--- config.mk ---
export PLATFORM = sky130hd
export DESIGN_NAME = uart_byte_packer
export DESIGN_NICKNAME = d
export VERILOG_FILES = /design/src/rtl/uart_byte_packer.sv
export SDC_FILE = /design/constraint.sdc
export NUM_CORES = 1
export LEC_CHECK = 0
export CAP_MARGIN = 15
export CORE_ASPECT_RATIO = 1.75
export CORE_MARGIN = 1
export CORE_UTILIZATION = 38
export CTS_BUF_LIST = sky130_fd_sc_hd__clkbuf_8
export CTS_CLUSTER_SIZE = 25
export DETAILED_ROUTE_END_ITERATION = 8
export DONT_BUFFER_PORTS = 1
export PLACE_DENSITY = 0.6
export SLEW_MARGIN = 20
export SYNTH_ARGS = -nofsm -noshare
export SYNTH_HDL_FRONTEND = slang
export SYNTH_SLANG_ARGS = --single-unit
export TNS_END_PERCENT = 50
--- constraint.sdc ---
create_clock -name clk -period 2.86 [get_ports clk]
set_clock_uncertainty 0.15 [all_clocks]
set_input_delay 0.143 -clock clk [delete_from_list [all_inputs] [get_ports clk]]
set_output_delay 0.143 -clock clk [all_outputs]
set_load 0.005 [all_outputs]
--- src/rtl/uart_byte_packer.sv ---
// Little-endian byte-to-word packer for the UART RX path with flush, one-word output buffer and sticky overrun.
// Optional idle auto-flush is compiled in with UART_PACK_TIMEOUT_EN.
module uart_byte_packer #(
  parameter int MAX_BYTES      = 3,
  parameter int OUT_W          = 32,
  parameter int CNT_W          = $clog2(MAX_BYTES + 1),
  parameter int TIMEOUT_CYCLES = 1024
) (
  input  logic             clk,
  input  logic             rst_n,
  input  logic             in_valid,
  input  logic [7:0]       in_data,
  output logic             in_ready,
  input  logic             flush,
  output logic             out_valid,
  input  logic             out_ready,
  output logic [OUT_W-1:0] out_data,
  output logic [CNT_W-1:0] out_count,
  output logic             overflow,
  input  logic             ovf_clr
);

  localparam int ACC_W = 8 * MAX_BYTES;
  localparam logic [CNT_W-1:0] FULL_CNT = CNT_W'(MAX_BYTES);

  logic [ACC_W-1:0] acc_q, acc_d, nxt_acc;
  logic [CNT_W-1:0] acc_cnt_q, acc_cnt_d, nxt_cnt;
  logic             flush_pend_q, flush_pend_d;
  logic             out_valid_q, out_valid_d;
  logic [OUT_W-1:0] out_data_q, out_data_d;
  logic [CNT_W-1:0] out_count_q, out_count_d;
  logic             overflow_q, overflow_d;

  logic accept, drop, tmo_hit, xfer_req, out_free, xfer;

  assign in_ready  = (acc_cnt_q < FULL_CNT);
  assign accept    = in_valid && in_ready;
  assign drop      = in_valid && !in_ready;
  assign out_free  = !out_valid_q || out_ready;

  assign out_valid = out_valid_q;
  assign out_data  = out_data_q;
  assign out_count = out_count_q;
  assign overflow  = overflow_q;

  // Post-write view of the accumulator: a byte accepted this cycle joins any word transferred this cycle.
  always_comb begin
    nxt_acc = acc_q;
    for (int unsigned k = 0; k < MAX_BYTES; k++) begin
      if (accept && (acc_cnt_q == CNT_W'(k))) begin
        nxt_acc[8*k +: 8] = in_data;
      end
    end
    nxt_cnt = acc_cnt_q + CNT_W'(accept);
  end

  assign xfer_req = (nxt_cnt != '0) &&
                    ((nxt_cnt == FULL_CNT) || flush || flush_pend_q || tmo_hit);
  assign xfer     = xfer_req && out_free;

`ifdef UART_PACK_TIMEOUT_EN
  localparam int TMR_W = $clog2(TIMEOUT_CYCLES + 1);
  localparam logic [TMR_W-1:0] TMO_MAX = TMR_W'(TIMEOUT_CYCLES);

  logic [TMR_W-1:0] timer_q, timer_d;

  // Saturating at the limit keeps the request alive while the output slot is busy.
  assign tmo_hit = (timer_q == TMO_MAX);

  always_comb begin
    timer_d = timer_q;
    if (xfer || accept) begin
      timer_d = '0;
    end else if ((acc_cnt_q != '0) && (timer_q != TMO_MAX)) begin
      timer_d = timer_q + 1'b1;
    end
  end

  always_ff @(posedge clk or negedge rst_n) begin
    if (!rst_n) begin
      timer_q <= '0;
    end else begin
      timer_q <= timer_d;
    end
  end
`else
  logic unused_tmo;
  assign tmo_hit    = 1'b0;
  assign unused_tmo = (TIMEOUT_CYCLES == 0);
`endif

  always_comb begin
    acc_d        = nxt_acc;
    acc_cnt_d    = nxt_cnt;
    flush_pend_d = flush_pend_q || (flush && (nxt_cnt != '0));
    out_valid_d  = out_valid_q;
    out_data_d   = out_data_q;
    out_count_d  = out_count_q;
    if (xfer) begin
      acc_d        = '0;
      acc_cnt_d    = '0;
      flush_pend_d = 1'b0;
      out_valid_d  = 1'b1;
      out_data_d   = OUT_W'(nxt_acc);
      out_count_d  = nxt_cnt;
    end else if (out_ready) begin
      out_valid_d  = 1'b0;
    end
  end

  // A drop in the same cycle as a clear leaves the flag set.
  always_comb begin
    overflow_d = overflow_q;
    if (drop) begin
      overflow_d = 1'b1;
    end else if (ovf_clr) begin
      overflow_d = 1'b0;
    end
  end

  always_ff @(posedge clk or negedge rst_n) begin
    if (!rst_n) begin
      acc_q        <= '0;
      acc_cnt_q    <= '0;
      flush_pend_q <= 1'b0;
      out_valid_q  <= 1'b0;
      out_data_q   <= '0;
      out_count_q  <= '0;
      overflow_q   <= 1'b0;
    end else begin
      acc_q        <= acc_d;
      acc_cnt_q    <= acc_cnt_d;
      flush_pend_q <= flush_pend_d;
      out_valid_q  <= out_valid_d;
      out_data_q   <= out_data_d;
      out_count_q  <= out_count_d;
      overflow_q   <= overflow_d;
    end
  end

endmodule

Word level (Yosys, flattened, before mapping)
Cells that the tools add are included.

Reduce and logical (&&, ||, !) cells: 18. Equality and inequality tests: 3. Multiplexer cells: 10. Add/sub/neg operators: 1. Order comparisons: 1.

Operators with widths (count): $mux 24 (1); $mux 8 (3); $logic_and 1x1->1 (8); $reduce_bool 2->1 (3); $mux 1 (5); $eq 2x2->1 const B (2); $logic_or 1x1->1 (4); $add 2x1->2 (1); $eq 2x1->1 const B (1); $logic_not 1->1 (2); $logic_not 2->1 (1); $lt 2x2->1 const B (1); $mux 2 (1).

Output and inout port bits: 37. Logic and storage cells: 40. Register bits after elaboration: 55. Input bits: 14.

Depth between registers and ports, before layout
Depth after elaboration: 9. Gate-level depth with buffers: 8. Mapped depth without buffers: 6.

Worst setup path after synthesis
OpenSTA, ideal clock, no wires.

Path kind: register to register. Start: register acc_cnt_q[1]. End: register out_count_q[0] (netlist: out_count[0]). Period minus slack after synthesis: 2177 ps. Setup time: 125 ps. Stages on the path, launching flop included: 8. Required time: 2585 ps. Setup slack: 683 ps. Path buffers: 1. Data arrival time: 1903 ps. Cells stage by stage: dfrtp_1 buf_4 nand2_1 and2_1 ha_1 o21ai_0 a211oi_4 mux2_2.

Word-level cells in the longest chain between the ends: 8. Elaborated cells on any way between the ends: 9. Those cells by class: add/sub: 1; order compare: 1; eq/ne: 1; reduce/logical: 6.

Ends and longest elaborated chain: start, declared (line 27) `logic [CNT_W-1:0] acc_cnt_q, acc_cnt_d, nxt_cnt;`; start signal, assigned (line 132) `acc_cnt_q <= acc_cnt_d;`; $lt 2x2->1 * (line 36) `assign in_ready = (acc_cnt_q < FULL_CNT);`; net in_ready (line 13) `output logic in_ready,`; $logic_and 1x1->1 * (line 37) `assign accept = in_valid && in_ready;`; $add 2x1->2 * (line 54) `nxt_cnt = acc_cnt_q + CNT_W'(accept);`; net nxt_cnt[0] (line 27); $eq 2x2->1 (line 58) `((nxt_cnt == FULL_CNT) || flush || flush_pend_q || tmo_hit);`; $logic_or 1x1->1 (2 in a row) (line 58); $logic_and 1x1->1 (line 57) `assign xfer_req = (nxt_cnt != '0) &&`; $logic_and 1x1->1 (line 59) `assign xfer = xfer_req && out_free;`; end signal, assigned (line 136) `out_count_q <= out_count_d;`; end, declared (line 31) `logic [CNT_W-1:0] out_count_q, out_count_d;`.

Mark *: on every way through the listed nets, which the timed path passes. The rest lies on a longest branch. A chain may end at the register's enable or synchronous reset.

Worst setup path in the final report
Start: register acc_cnt_q[1]. End: register out_data_q[1] (netlist: out_data[1]).

Word-level cells in the longest chain between the ends: 8. Elaborated cells on any way between the ends: 12. Those cells by class: add/sub: 1; order compare: 1; eq/ne: 1; mux: 1; reduce/logical: 8.

Ends and longest elaborated chain: $lt 2x2->1 * (line 36); net in_ready (line 13); $logic_and 1x1->1 * (line 37); $add 2x1->2 * (line 54); net nxt_cnt[0] (line 27); $eq 2x2->1 (line 58); $logic_or 1x1->1 (2 in a row) (line 58); $logic_and 1x1->1 * (line 57); $logic_and 1x1->1 * (line 59); end signal, assigned (line 135) `out_data_q <= out_data_d;`; end, declared (line 30) `logic [OUT_W-1:0] out_data_q, out_data_d;`.

Marks and branches as above.

==> out/qor.csv <==
metric,value,unit
status,completed,
width of the die,61.3,um
Avg WL per Cell,13.7,um
clock share of power,17.0,%
Internal Power,1.73,mW
Non-Filler Instances,285,
unrepaired setup endpoints after global routing,false,
critical path's top delay family,compound AO/OA/AOI/OAI gates,
gpl congestion,0.653,
number of fill cells,609,
VDD IR max,0.418,mV
FP Rows,37,
DRC,0,
Die H,106,um
initial antenna violation count,0,
# diodes,0,
Max Freq,393,MHz
initial core utilization,39.5,%
layout cells sized above 1,7.73,%
Max Slew Vio Count,0,
crit path cell chain,nand2_1 > and2_1 > ha_1 > o21ai_0 > a211oi_4 > buf_4 > mux2i_1,
asr flop ratio synth,100,%
dpl cell area,0.00237,sq mm
vias in the first global route,1406,
slowest CP cell,dfrtp_1,
final hold violation count,0,
via/cell ratio,4.67,
critical path type,flip-flop to flip-flop,
Sw Ratio,34.8,%
sequential share of the synthesized area,58.8,%
Pwr Density,1010,mW/mm^2
post-route antenna net violation count,0,
H-tree depth,2,
worst skew pair latency,0.30,ns
setup TNS,0,ns
Worst Setup End Kind,flip-flop,
Yosys reg bits,55,
"Max FO, Critical Path",30,
Arrival @ worst endpoint,2.62,ns
number of synthesized flops with an enable pin,0,
root buf cell,clkbuf_8,
Iteration-0 DRC Markers,7,
Final nets,221,
Psw,0.923,mW
worst min path class,primary input to flip-flop,
port bufs,0,
global route overflow,0,
worst path bufs/invs,1,
max-cap viol count,0,
Gate Count Post-Synth,193,
total track usage,13.6,%
largest net degree at the start of global routing,56,
Yosys warnings,0,
delay of the slowest critical-path stage,0.48,ns
Synth cell types,26,
# resized after CTS,0,
Worst EP required,2.93,ns
combinational share of power,36.4,%
startpoint types,flip-flop,
synthesized cell area,0.00234,sq mm
fin crit share,89.0,%
IO Pins,51,
"wirelength, routed",3910,um
Placeable Area,0.00593,sq mm
LEAKAGE,1.35,nW
final setup fails,0,
CTS sink count,55,
Slew headroom,59.8,%
Area Overhead vs Synth,11.8,%
DP HPWL,2730,um
Seq pwr share,46.6,%
Slew @ Worst Pin,0.601,ns
CTS buffer count,5,
post-layout min period,2.55,ns
fin area,0.00262,sq mm
"Primary FF master, synth",dfrtp_1,
Clock Path Buffers,2,
Pre-Repair DR Iteration Count,3,
via count,1331,
first-pass GRT wire length,6500,um
"Avg Cell Area, Syn",12.1,sq um
CTS tree,built,
Die ar.,0.00649,sq mm
"Reg clk slew, reported paths",0.09,ns
power after layout,2.65,mW
placed cell count,264,
worst hold margin,0.0225,ns
cells in the final DEF, fill, tap and decap left out:
cell type and count:
mux2i_1 48, buf_16 1, dlygate4sd3_1 12, o21ai_0 2
ha_1 1, nand3_1 1, dfrtp_1 55, nor2b_1 2
a21oi_1 1, nor3_1 1, clkbuf_8 7, nand2_1 1
and2_1 1, xor2_1 1, a211oi_4 1, o22a_1 1
o21a_1 1, buf_4 3, or2_2 1, nor3b_2 1
inv_1 26, xnor2_1 1, conb_1 8, mux2_2 2
nand3b_1 2, nor2_1 26
registers in the layout (all words and copies together) (netlist names):
name	cells
out_valid	1
acc_q	24
overflow	1
out_data	24
flush_pend_q	1
acc_cnt_q	2
out_count	2
cells by family (layout without fill, tap and decap cells):
| kind of cell | Yosys count | count (layout) | synth area share (%) |
|---|---|---|---|
| xor gates and xnor gates | 2 | 2 | 0.748 |
| muxes | 50 | 50 | 21.5 |
| AOI/OAI and AO/OA | 6 | 6 | 2.19 |
| buffers and inverters | 42 | 49 | 9.30 |
| DFF | 55 | 55 | 58.8 |
| and+or+nand+nor | 36 | 36 | 6.79 |
| other | 1 | 8 | 0.160 |
| adders and majority gates | 1 | 1 | 0.534 |
per-stage QoR:
| stage | setup slack (ns) | utilization, % |
|---|---|---|
| 2_1_floorplan | 0.683 | - |
| 3_3_place_gp | 0.386 | 40.0 |
| 3_5_place_dp | 0.317 | 40.0 |
| 4_1_cts | 0.295 | 44.2 |
| 5_1_grt | 0.118 | 44.2 |
| 6_report | 0.315 | 44.2 |
cell usage after synthesis, types with 2 or more instances:
library cell  count  area share (%)
dfrtp_1          55              59
mux2i_1          48              21
nor2_1           26             4.2
inv_1            25             4.0
buf_4             9             2.9
buf_2             3            0.64
buf_6             3             1.4
clkbuf_1          2            0.32
mux2_2            2            0.96
nand3b_1          2            0.64
nor2b_1           2            0.53
o21ai_0           2            0.43
layer usage:
| layer | track usage [%] | wire [um] | vias to the layer above |
|---|---|---|---|
| li1 | - | - | 624 |
| met4 | 6.19 | 74 | 0 |
| met3 | 3.44 | 218 | 5 |
| met1 | 15.5 | 1570 | 668 |
| met5 | 0 | 0 | - |
| met2 | 23.1 | 2050 | 34 |
cell type report:
class                           count  area, sq um  share of cell area [%]
Clock inverter                      1         3.75                   0.143
Inverter                           25         93.8                    3.59
Clock buffer                        7         96.3                    3.68
Multi-Input combinational cell    103          778                    29.7
Sequential cell                    55         1380                    52.6
Tap cell                           78         97.6                    3.73
Timing Repair Buffer               16          170                    6.50
power groups by stage:
stage          sequential [mW]  combinational (mW)  clock (mW)
6_report                  1.24               0.965       0.452
5_1_grt                   1.27                1.09       0.498
4_1_cts                   1.25               0.992       0.473
3_5_place_dp              1.26               0.948           0
3_3_place_gp              1.25               0.918           0
2_1_floorplan             1.21               0.859           0
final timing paths:
path / start / endpoint / slack, ns / cells after the start
max in group asynchronous: rst_n / acc_q[23] / 2.12 / 2
setup reg to reg: acc_cnt_q[1] / out_data[1] / 0.31 / 7
min in group asynchronous: rst_n / out_data[13] / 0.19 / 2
setup / recovery: acc_cnt_q[1] / out_data[1] / 0.31 / 7
hold reg to reg: acc_q[3] / acc_q[3] / 0.37 / 2
hold / removal: out_ready / flush_pend_q / 0.02 / 2
repair_timing:
| action | 4_1_cts | 5_1_grt |
|---|---|---|
| buffers inserted | 0 | 0 |
| endpoints found under the hold margin | 105 | 0 |
| hold buffers | 13 | 0 |
| setup endpoints to repair | 0 | 0 |
No activity file was read; power rests on OpenSTA's default activity.
